### src/rtl/ysyx_220053_pipe_pkg.sv
`default_nettype none
// ============================================================================
// Module   : ysyx_220053_pipe_pkg
// Brief    : Shared pipeline-tracking types and latency constants.
// Revision : 1.0
// ============================================================================
package ysyx_220053_pipe_pkg;

    // Entry fields are sized for the widest supported configuration.
    // Narrower address and latency values are zero-extended into these fields.
    localparam int c_AW_MAX = 8;
    localparam int c_LW_MAX = 8;

    localparam logic [c_LW_MAX-1:0] LAT_ALU  = 8'd0;
    localparam logic [c_LW_MAX-1:0] LAT_LOAD = 8'd1;

    typedef struct packed {
        logic                valid;
        logic                wen;
        logic [c_AW_MAX-1:0] rd;
        logic [c_LW_MAX-1:0] lat;
    } sb_entry_t;

    // A matching entry is a live producer of a non-zero register.
    function automatic logic entry_hits(input sb_entry_t e, input logic [c_AW_MAX-1:0] src);
        return e.valid & e.wen & (e.rd == src) & (src != '0);
    endfunction

endpackage
`default_nettype wire

### src/rtl/ysyx_220053_fwd_lookup.sv
`default_nettype none
// ============================================================================
// Module   : ysyx_220053_fwd_lookup
// Brief    : One source-operand lookup: youngest producer wins, forward or busy.
// Revision : 1.0
// ============================================================================
module ysyx_220053_fwd_lookup
    import ysyx_220053_pipe_pkg::*;
#(
    parameter int AW    = 5,
    parameter int DW    = 64,
    parameter int DEPTH = 4
) (
    input  sb_entry_t [DEPTH-1:0]    i_entries,
    input  logic [AW-1:0]            i_src_addr,
    input  logic [DW-1:0]            i_rf_data,
    input  logic [DEPTH*DW-1:0]      i_stage_data,
    output logic [DW-1:0]            o_data,
    output logic                     o_busy
);

    logic [c_AW_MAX-1:0] w_src;

    always_comb begin
        w_src  = c_AW_MAX'(i_src_addr);
        o_data = i_rf_data;
        o_busy = 1'b0;
        // Scan oldest to youngest so the youngest match overwrites last.
        for (int k = DEPTH-1; k >= 0; k--) begin
            if (entry_hits(i_entries[k], w_src)) begin
                if (k >= int'(i_entries[k].lat)) begin
                    o_data = i_stage_data[k*DW +: DW];
                    o_busy = 1'b0;
                end else begin
                    o_data = i_rf_data;
                    o_busy = 1'b1;
                end
            end
        end
    end

endmodule
`default_nettype wire

### src/rtl/ysyx_220053_fwd_scoreboard.sv
`default_nettype none
// ============================================================================
// Module   : ysyx_220053_fwd_scoreboard
// Brief    : Per-stage destination tracking with operand forwarding and
//            load-use stall. Optional stall counter: YSYX_220053_SB_PERF_EN.
// Revision : 1.0
// ============================================================================
module ysyx_220053_fwd_scoreboard
    import ysyx_220053_pipe_pkg::*;
#(
    parameter int AW    = 5,
    parameter int DW    = 64,
    parameter int DEPTH = 4,
    parameter int NSRC  = 2
) (
    input  logic                         clk,
    input  logic                         rst,
    input  logic                         issue_valid_i,
    input  logic                         issue_wen_i,
    input  logic [AW-1:0]                issue_rd_i,
    input  logic [$clog2(DEPTH)-1:0]     issue_lat_i,
    input  logic                         adv_i,
    input  logic [DEPTH-1:0]             kill_i,
    input  logic [DEPTH*DW-1:0]          stage_data_i,
    input  logic [NSRC*AW-1:0]           src_addr_i,
    input  logic [NSRC*DW-1:0]           src_rfdata_i,
    output logic [NSRC*DW-1:0]           src_data_o,
    output logic                         stall_o,
    output logic                         issue_accept_o,
    output logic [DEPTH-1:0]             pending_o
`ifdef YSYX_220053_SB_PERF_EN
    ,
    output logic [31:0]                  stall_cnt_o
`endif
);

    sb_entry_t [DEPTH-1:0] r_entries;
    sb_entry_t             w_issue;
    logic [c_LW_MAX-1:0]   w_lat;
    logic [NSRC-1:0]       w_busy;

    // Latencies beyond the tracked window resolve at writeback.
    always_comb begin
        if (32'(issue_lat_i) >= 32'(DEPTH)) begin
            w_lat = c_LW_MAX'(DEPTH-1);
        end else begin
            w_lat = c_LW_MAX'(issue_lat_i);
        end
        w_issue = '{valid: 1'b1, wen: issue_wen_i, rd: c_AW_MAX'(issue_rd_i), lat: w_lat};
    end

    for (genvar j = 0; j < NSRC; j++) begin : g_lookup
        ysyx_220053_fwd_lookup #(
            .AW    (AW),
            .DW    (DW),
            .DEPTH (DEPTH)
        ) u_lookup (
            .i_entries    (r_entries),
            .i_src_addr   (src_addr_i[j*AW +: AW]),
            .i_rf_data    (src_rfdata_i[j*DW +: DW]),
            .i_stage_data (stage_data_i),
            .o_data       (src_data_o[j*DW +: DW]),
            .o_busy       (w_busy[j])
        );
    end

    assign stall_o        = issue_valid_i & (|w_busy);
    assign issue_accept_o = issue_valid_i & ~stall_o & adv_i;

    always_ff @(posedge clk) begin
        if (rst) begin
            r_entries <= '0;
        end else if (adv_i) begin
            r_entries[0] <= issue_accept_o ? w_issue : '0;
            for (int k = 1; k < DEPTH; k++) begin
                r_entries[k]       <= r_entries[k-1];
                r_entries[k].valid <= r_entries[k-1].valid & ~kill_i[k-1];
            end
        end else begin
            for (int k = 0; k < DEPTH; k++) begin
                if (kill_i[k]) begin
                    r_entries[k].valid <= 1'b0;
                end
            end
        end
    end

    always_comb begin
        for (int k = 0; k < DEPTH; k++) begin
            pending_o[k] = r_entries[k].valid;
        end
    end

`ifdef YSYX_220053_SB_PERF_EN
    logic [31:0] r_stall_cycles;

    always_ff @(posedge clk) begin
        if (rst) begin
            r_stall_cycles <= '0;
        end else if (stall_o && (r_stall_cycles != 32'hFFFF_FFFF)) begin
            r_stall_cycles <= r_stall_cycles + 32'd1;
        end
    end

    assign stall_cnt_o = r_stall_cycles;
`endif

endmodule
`default_nettype wire
### config.mk
export PLATFORM = sky130hd
export DESIGN_NAME = ysyx_220053_fwd_scoreboard
export DESIGN_NICKNAME = d
export VERILOG_FILES = /design/src/rtl/ysyx_220053_pipe_pkg.sv /design/src/rtl/ysyx_220053_fwd_lookup.sv /design/src/rtl/ysyx_220053_fwd_scoreboard.sv
export SDC_FILE = /design/constraint.sdc
export NUM_CORES = 1
export LEC_CHECK = 0
export BUFFER_PORTS_ARGS = -buffer_cell sky130_fd_sc_hd__buf_4
export CAP_MARGIN = 30
export CORE_AREA = 2 2 209 211
export DETAILED_ROUTE_END_ITERATION = 7
export DIE_AREA = 0 0 211 213
export GPL_ROUTABILITY_DRIVEN = 0
export HOLD_SLACK_MARGIN = 0.08
export MAX_ROUTING_LAYER = met4
export SKIP_LAST_GASP = 1
export SYNTH_ARGS = -nofsm -noshare
export SYNTH_HDL_FRONTEND = slang
export SYNTH_SLANG_ARGS = --single-unit
### constraint.sdc
create_clock -name clk -period 5 [get_ports clk]
set_input_delay 1 -clock clk [delete_from_list [all_inputs] [get_ports clk]]
set_output_delay 1 -clock clk [all_outputs]
set_load 0.005 [all_outputs]
=== Word-level counts from Yosys, hierarchy flattened ===
Index checks and enable logic that the tools add are counted.

* Memory bits (writable): 0
* Memories kept: 0
* Flip-flop bits (word level): 72
* Bits in latches: 0
* Bits of input ports: 410
* Memory bits (read-only): 0

* Mux-type cells: 37
* $add $sub $neg: 0
* Reductions and logical operators: 7
* Multiply operators: 0
* Bitwise logic cells: 30
* Divide/modulo/power cells: 0
* Shifts and indexed selects: 0
* Order comparisons: 4
* Equality and inequality tests: 8

{| class="wikitable"
|+ Operators with widths
! kind !! count
|-
| $mux 64 || 16
|-
| $eq 8x5->1 || 8
|-
| $and 1x1->1 || 26
|-
| $mux 1 || 20
|-
| $mux 18 || 1
|-
| $ge 1x8->1 const A || 2
|-
| $ge 2x8->1 const A || 2
|-
| $reduce_bool 5->1 || 2
|-
| $reduce_bool 2->1 || 4
|-
| $not 1->1 || 4
|-
| $reduce_or 2->1 || 1
|}

=== Logic depth before layout (Yosys ltp) ===
Gate-level depths: netlist of the first run.

* Word-level depth: 14
* Depth in mapped cells: 10

=== By module ===
From an unflattened synthesis of the first run, not the netlist that was laid out.

* Cells, all modules: 1425
* Area, all modules: 11466.0 um2

{| class="wikitable"
|+ By module, submodules not included
! module !! instances !! cells an instance !! area each (um2)
|-
| ysyx_220053_fwd_lookup || 2 || 653 || 5058.6
|-
| ysyx_220053_fwd_scoreboard || 1 || 119 || 1348.8
|}

=== Least setup slack after synthesis of the first run ===
OpenSTA, ideal clock, no wires.

* Path type: input-to-output
* Start: input src_addr_i[9]
* End: output stall_o
* Path slack: 1.367 ns
* Arrival time: 2.633 ns
* Stages: 9
* Data required time: 4.000 ns
* Cells stage by stage: buf_4 -> or4_4 -> nor2_4 -> or4_1 -> buf_4 -> mux2i_1 -> o21ai_2 -> buf_6 -> o21a_1

* Longest elaborated chain between the ends: 9
* Elaborated cells between the ends (all ways): 19
* Those cells by class: eq/ne (4); mux (4); bitwise (9); reduce/logical (2)

{| class="wikitable"
|+ RTL lines
! element !! RTL line !! source
|-
| start: declaration || ysyx_220053_fwd_scoreboard.sv:25 || <nowiki>input logic [NSRC*AW-1:0] src_addr_i,</nowiki>
|-
| $eq 8x5->1 || ysyx_220053_pipe_pkg.sv:26 || <nowiki>return e.valid & e.wen & (e.rd == src) & (src != '0);</nowiki>
|-
| $and 1x1->1 (2 in a row) || ysyx_220053_pipe_pkg.sv:26 ||
|-
| $mux 1 (3 in a row) || ysyx_220053_fwd_lookup.sv:30 || <nowiki>if (entry_hits(i_entries[k], w_src)) begin</nowiki>
|-
| $mux 1 * || ysyx_220053_fwd_lookup.sv:30 ||
|-
| $reduce_or 2->1 * || ysyx_220053_fwd_scoreboard.sv:67 || <nowiki>assign stall_o = issue_valid_i & (|w_busy);</nowiki>
|-
| $and 1x1->1 * || ysyx_220053_fwd_scoreboard.sv:67 ||
|-
| end: declaration || ysyx_220053_fwd_scoreboard.sv:28 || <nowiki>output logic stall_o,</nowiki>
|}

Every way passes the cells marked *; elsewhere a longest branch is shown, timed or not.

=== Worst setup path in the final report of the first run ===
* Start: input src_addr_i[1]
* End: output src_data_o[30]

* Longest elaborated chain between the ends: 7
* Elaborated cells between the ends (all ways): 17
* Those cells by class: eq/ne (4); mux (4); bitwise (8); reduce/logical (1)

{| class="wikitable"
|+ RTL lines
! element !! RTL line !! source
|-
| $eq 8x5->1 || ysyx_220053_pipe_pkg.sv:26 ||
|-
| $and 1x1->1 (2 in a row) || ysyx_220053_pipe_pkg.sv:26 ||
|-
| $mux 64 (3 in a row) || ysyx_220053_fwd_lookup.sv:30 ||
|-
| $mux 64 * || ysyx_220053_fwd_lookup.sv:30 ||
|-
| end: declaration || ysyx_220053_fwd_scoreboard.sv:27 || <nowiki>output logic [NSRC*DW-1:0] src_data_o,</nowiki>
|}

Marked as above.

==> qor.txt, run 1 <==
Run status = complete, no violations
Yosys Warn Count = 0
Layout cells sized above 1 = 34.1%
Number of violations reported at the end of detailed-routing iteration 0 = 1,723
Congestion Overflow GR = 0
Final number of hold-violating endpoints = 0
Static leakage power = 6.09 nW
Transition time at the pin with the least slew margin = 0.924 ns
Die X = 211 um
Total standard cell area after synthesis = 0.0108 mm2
Prevailing post-synth register cell = sky130_fd_sc_hd__dfxtp_1
Count of pins over their slew limit = 0
Worst slack after detailed placement = 0.781 ns
Maximum fanout along the worst path = 18
FMAX = 233 MHz
Vias after detailed routing = 15,600
Number of sinks driven by the clock tree = 34
Path type of the worst min-delay path = flip-flop to flip-flop
Worst Skew = 0.00699 ns
Synthesized netlist net count = 2,153
Required @ worst endpoint = 4.00 ns
Number of nets with antenna violations after routing = 0
CTS tree = yes
Initial standard-cell utilization of the core = 25.2%
Setup slack after layout = 0.701 ns
Leading cell types in the layout, fill and taps excluded = sky130_fd_sc_hd__buf_4, sky130_fd_sc_hd__nand2_1, sky130_fd_sc_hd__nand3_1
Unique cell type count in the Yosys netlist = 45
Mean number of vias per cell = 5.81
Total number of placement rows = 76
Total of fill cells in the finished design = 4,590
Unrepaired setup endpoints after global routing = false
CP Launch Type = input port
Clk Tree Root Cell = sky130_fd_sc_hd__clkbuf_16
Clock latency reported for the late side of the worst-skew pair = 0.28 ns
Post-layout min period = 4.30 ns
Finish-stage setup viols = 0
Wire length of the first global-routing pass = 84.2 mm
DRC viols = 0
Die ar. = 0.0449 mm2
Multi-input gate area in the final layout = 0.00911 mm2
WHS = 0.471 ns
Number of maximum-capacitance violations = 0
Placeable core region = 0.0427 mm2
Worst ir drop on vdd = 163 uV
Total track usage = 23.9%
Most frequent standard cell in the layout excluding fill and tap cells = sky130_fd_sc_hd__buf_4
Endpoint arrival time on the critical path = 3.30 ns
Number of enable-type register cells in the synthesized netlist = 0
Dpl hpwl = 39.7 mm
Worst slew margin relative to its limit = 38.4%
Number of optimization iterations in the first detailed-route pass = 8
Async SR Flop Fraction = 0%
Placed inst area = 0.0150 mm2
Worst Setup End Kind = output pin
Synth Area per Inst = 6.17 um2
Footprint of the flip-flops and latches = 692 um2
Final clock period utilization by the worst path = 86.0%
Yosys top cell area share = 18.4%
Post-CTS setup buffer count = 0
Total clock buffers created by CTS = 5
Number of standard cells after synthesis = 1,743
Antenna violations before repair = 2
# resized after CTS = 0
Number of flip-flops and latches in the synthesized netlist = 34
Net count of the finished layout = 2,540
Total of buffers placed on input and output ports = 543
Routed wire length = 56.5 mm
Max Root-Sink Buffers = 2
Final-layout setup total negative slack = 0 ns
Synth top area cells = sky130_fd_sc_hd__nand2_1, sky130_fd_sc_hd__nand3_1, sky130_fd_sc_hd__a32oi_1
Die Height = 213 um
Power per standard cell area = 97.8 mW/mm2
Boundary Pins = 544
Post-CTS clock slew at the launch and capture registers of the worst setup and hold paths = 0.05 ns
Pin count of the biggest net entering global routing = 75
Sequential cell area fraction in the yosys report = 6.33%
Count of hold buffers inserted by post-cts repair = 0
Mean routed wirelength per cell = 21.1 um
Via count of the first global-routing pass = 15,000
Largest area contributor in the synthesized netlist = sky130_fd_sc_hd__nand2_1
Critical path start-end classification = input port to output pin
Synthesis-to-finish area growth = 41.5%
H-Tree Level Count = 2
Non-Filler Cell Area, Final = 0.0152 mm2
## registers in the layout, indices dropped and copies added (netlist names)
signal / cells
r_entries: 30
pending_o: 4
## synth_stat cells (2+ instances only)
library cell and count:
sky130_fd_sc_hd__buf_4 22, sky130_fd_sc_hd__mux2_2 60, sky130_fd_sc_hd__a32oi_1 128, sky130_fd_sc_hd__clkbuf_1 113
sky130_fd_sc_hd__nor2_4 2, sky130_fd_sc_hd__nor4_1 3, sky130_fd_sc_hd__nor3_1 2, sky130_fd_sc_hd__nand3_1 258
sky130_fd_sc_hd__xor2_1 8, sky130_fd_sc_hd__nor2_1 94, sky130_fd_sc_hd__buf_6 22, sky130_fd_sc_hd__mux2i_1 23
sky130_fd_sc_hd__o211ai_1 111, sky130_fd_sc_hd__mux2_4 42, sky130_fd_sc_hd__nand2_1 526, sky130_fd_sc_hd__nand4_1 9
sky130_fd_sc_hd__o21ai_1 8, sky130_fd_sc_hd__a21oi_1 131, sky130_fd_sc_hd__mux2_1 26, sky130_fd_sc_hd__buf_2 29
sky130_fd_sc_hd__buf_1 9, sky130_fd_sc_hd__nand4b_1 8, sky130_fd_sc_hd__nand3b_1 2, sky130_fd_sc_hd__nor3_4 2
sky130_fd_sc_hd__and2_1 2, sky130_fd_sc_hd__o211ai_2 18, sky130_fd_sc_hd__xnor2_1 32, sky130_fd_sc_hd__dfxtp_1 34
sky130_fd_sc_hd__or3b_2 2, sky130_fd_sc_hd__or4_4 2
## per-stage QoR
stage	instances	utilization, %	total power (W)
after floorplan	1743	-	0.000605
after global placement	2669	35.2	0.00107
after detailed placement	2669	35.2	0.00108
after CTS	2677	35.6	0.00149
after global routing	2679	35.6	0.00157
final	2679	35.6	0.00149
## path summary, 6_finish.rpt
check | from | slack, ns | endpoint | cells past startpoint
setup / recovery | src_addr_i[1] | 0.70 | src_data_o[30] | 8
hold / removal | r_entries[16] | 0.47 | r_entries[16] | 2
setup reg to reg | r_entries[36] | 2.45 | r_entries[12] | 5
hold reg to reg | r_entries[16] | 0.47 | r_entries[16] | 2
## worst max-delay path, cell delays in order
cell and delay [ns]:
sky130_fd_sc_hd__buf_4 0.14, sky130_fd_sc_hd__or4_4 0.55, sky130_fd_sc_hd__or2_1 0.28, sky130_fd_sc_hd__nand4_4 0.29, sky130_fd_sc_hd__buf_4 0.29, sky130_fd_sc_hd__o211ai_1 0.11
sky130_fd_sc_hd__a32oi_1 0.42, sky130_fd_sc_hd__buf_4 0.20
## layer usage
metal  share of wire, %  up-vias  routed length [um]  global-route usage (%)
li1                   -     7102                   -                       -
met2                 47      989               26600                    39.0
met1                 39     7304               22300                    29.4
met4                4.3        0                2410                    9.98
met5                  0        -                   0                       -
met3                9.4      175                5290                    3.90
## cell type report
| cell class | count | share of cell area, % |
|---|---|---|
| repair buffers | 575 | 29.8 |
| flip-flops and latches | 34 | 4.55 |
| multi-input cells | 1512 | 59.9 |
| inverters | 2 | 0.0493 |
| clock inverters | 3 | 0.452 |
| clock buffers | 5 | 0.822 |
| well taps | 546 | 4.49 |
| diodes | 2 | 0.0329 |
## power breakdown
part / internal, W / switching [W] / total, W
logic: 0.000423 / 0.000382 / 0.000805
registers: 0.000275 / 0.00000878 / 0.000284
clock network: 0.000286 / 0.000114 / 0.000400
## logic make-up (layout without fill, tap and decap cells)
| family | after synthesis | in the layout | synth area share, % |
|---|---|---|---|
| mux | 151 | 151 | 17.0 |
| compound gates | 402 | 402 | 27.2 |
| buf+inv | 197 | 585 | 9.51 |
| other cells | 0 | 2 | 0 |
| simple gates | 919 | 919 | 36.7 |
| flops | 34 | 34 | 6.33 |
| xor+xnor | 40 | 40 | 3.26 |
Power figures use the tool's default switching activity.
==> run 2: changes to the inputs <==
--- a/config.mk
+++ b/config.mk
@@ -8,11 +8,13 @@
 export BUFFER_PORTS_ARGS = -buffer_cell sky130_fd_sc_hd__buf_4
 export CAP_MARGIN = 30
 export CORE_AREA = 2 2 209 211
+export CTS_BUF_LIST = sky130_fd_sc_hd__clkbuf_8
 export DETAILED_ROUTE_END_ITERATION = 7
 export DIE_AREA = 0 0 211 213
 export GPL_ROUTABILITY_DRIVEN = 0
 export HOLD_SLACK_MARGIN = 0.08
 export MAX_ROUTING_LAYER = met4
+export SETUP_SLACK_MARGIN = 0.3
 export SKIP_LAST_GASP = 1
 export SYNTH_ARGS = -nofsm -noshare
 export SYNTH_HDL_FRONTEND = slang
==> run 2 against run 1 <==
Sequential share of layout area about the same; combinational power barely moved; cell area is 0.37% lower; clock skew up 0.0047 ns; die area is the same; critical path depth stayed put; setup slack better by 0.0032 ns; count of clock-buffer cells in the layout is the same; register-to-register slack worse by 0.02 ns; sequential power about the same; global-route usage hardly changed; sequential cell count is the same; largest cell class unchanged; highest routed layer unchanged.
==> qor.txt, run 2 (synthesized netlist as in run 1, its figures left out) <==
Finish-stage setup viols = 0
Worst slack after detailed placement = 0.781 ns
Total clock buffers created by CTS = 5
Total number of placement rows = 76
Maximum fanout along the worst path = 18
Top cell family by delay on the critical path = simple AND/OR/NAND/NOR gates
H-Tree Level Count = 2
Worst ir drop on vdd = 192 uV
Total of buffers placed on input and output ports = 543
Total of fill cells in the finished design = 4,592
DRC viols = 0
Post-layout min period = 4.30 ns
Worst Setup End Kind = output pin
Placeable core region = 0.0427 mm2
Boundary Pins = 544
Routed wire length = 56.4 mm
Mean routed wirelength per cell = 21.0 um
Count of pins over their slew limit = 0
Slowest cell on crit path = sky130_fd_sc_hd__or4_4
CTS tree = yes
Die X = 211 um
Final clock period utilization by the worst path = 85.9%
Run status = complete, no violations
Most frequent standard cell in the layout excluding fill and tap cells = sky130_fd_sc_hd__buf_4
# resized after CTS = 0
Static leakage power = 6.06 nW
Path type of the worst min-delay path = flip-flop to flip-flop
Number of maximum-capacitance violations = 0
Unrepaired setup endpoints after global routing = false
Max Root-Sink Buffers = 2
Setup slack after layout = 0.704 ns
Post-CTS setup buffer count = 0
Total track usage = 23.9%
Post-CTS clock slew at the launch and capture registers of the worst setup and hold paths = 0.07 ns
Worst slew margin relative to its limit = 38.0%
Via count of the first global-routing pass = 15,000
Worst-path cell chain = buf_4 -> or4_4 -> or2_1 -> nand4_4 -> buf_4 -> o211ai_1 -> a32oi_1 -> buf_4
Number of nets with antenna violations after routing = 0
Largest Register = r_entries
Wire length of the first global-routing pass = 84.2 mm
Buffers plus inverters on the worst setup path = 3
Leading cell types in the layout, fill and taps excluded = sky130_fd_sc_hd__buf_4, sky130_fd_sc_hd__nand2_1, sky130_fd_sc_hd__nand3_1
Die ar. = 0.0449 mm2
Antenna violations before repair = 2
Power per standard cell area = 91.8 mW/mm2
Congestion Overflow GR = 0
Clock latency reported for the late side of the worst-skew pair = 0.29 ns
Final number of hold-violating endpoints = 0
Critical path start-end classification = input port to output pin
Required @ worst endpoint = 4.00 ns
Worst path most repeated cell = sky130_fd_sc_hd__buf_4
Initial standard-cell utilization of the core = 25.2%
Pin count of the biggest net entering global routing = 75
Die Height = 213 um
Number of violations reported at the end of detailed-routing iteration 0 = 1,688
Worst Skew = 0.0117 ns
Number of sinks driven by the clock tree = 34
Dpl hpwl = 39.7 mm
Net count of the finished layout = 2,540
CP Launch Type = input port
Clk Tree Root Cell = sky130_fd_sc_hd__clkbuf_8
FMAX = 233 MHz
Transition time at the pin with the least slew margin = 0.930 ns
Final-layout setup total negative slack = 0 ns
Mean number of vias per cell = 5.83
Largest register FFs = 30
Vias after detailed routing = 15,600
Worst path max stage delay = 0.55 ns
Layout cells sized above 1 = 34.1%
Endpoint arrival time on the critical path = 3.30 ns
Synthesis-to-finish area growth = 41.0%
Count of hold buffers inserted by post-cts repair = 0
Number of optimization iterations in the first detailed-route pass = 6
run 2: cell types whose count changed in the layout (fill, tap and decap cells not counted):
cell                        change
sky130_fd_sc_hd__clkbuf_16      -5
sky130_fd_sc_hd__clkbuf_8       +5
run 2: area by class of cell:
cell class | count | area [um2] | share of cell area, %
Antenna cell | 2 | 5.00 | 0.0330
Multi-Input combinational cell | 1512 | 9110 | 60.1
Tap cell | 546 | 683 | 4.50
Sequential cell | 34 | 692 | 4.56
Clock buffer | 5 | 68.8 | 0.454
Clock inverter | 3 | 68.8 | 0.454
Timing Repair Buffer | 575 | 4530 | 29.9
Inverter | 2 | 7.51 | 0.0495
run 2: power breakdown:
| group | switching (W) | total (W) | internal (W) |
|---|---|---|---|
| registers | 0.00000872 | 0.000283 | 0.000274 |
| clock network | 0.000105 | 0.000305 | 0.000200 |
| logic | 0.000381 | 0.000804 | 0.000423 |
| total | 0.000495 | 0.00139 | 0.000897 |
run 2: layer usage:
metal / global-route usage [%] / routed length, um
met1: 29.4 / 22500
met3: 3.85 / 5090
met4: 9.91 / 2460
met5: - / 0
met2: 39.0 / 26300
run 2: worst register-to-register path, delay by kind of cell, from the launching register on:
kind             cells  cell delay (ns)
AO/OA/AOI/OAI        2             0.61
AND/OR/NAND/NOR      2             0.81
multiplexers         1             0.13
flip-flops           1             0.88
run 2: stage by stage:
stage | utilization, % | power, W | instance area (um2) | instances | hold WS [ns]
floorplan | - | 0.000605 | 10800 | 1743 | 0.438
global placement | 35.2 | 0.00107 | 15000 | 2669 | 0.452
detailed placement | 35.2 | 0.00108 | 15000 | 2669 | 0.465
CTS | 35.5 | 0.00139 | 15200 | 2677 | 0.475
global route | 35.5 | 0.00147 | 15200 | 2679 | 0.496
finish | 35.5 | 0.00139 | 15200 | 2679 | 0.474
run 2: worst paths after layout:
check,slack [ns],depth (start not counted),to,start
min reg2reg,0.47,2,r_entries[16],r_entries[16]
min,0.47,2,r_entries[16],r_entries[16]
max reg2reg,2.43,5,r_entries[12],r_entries[36]
max,0.70,8,src_data_o[30],src_addr_i[1]
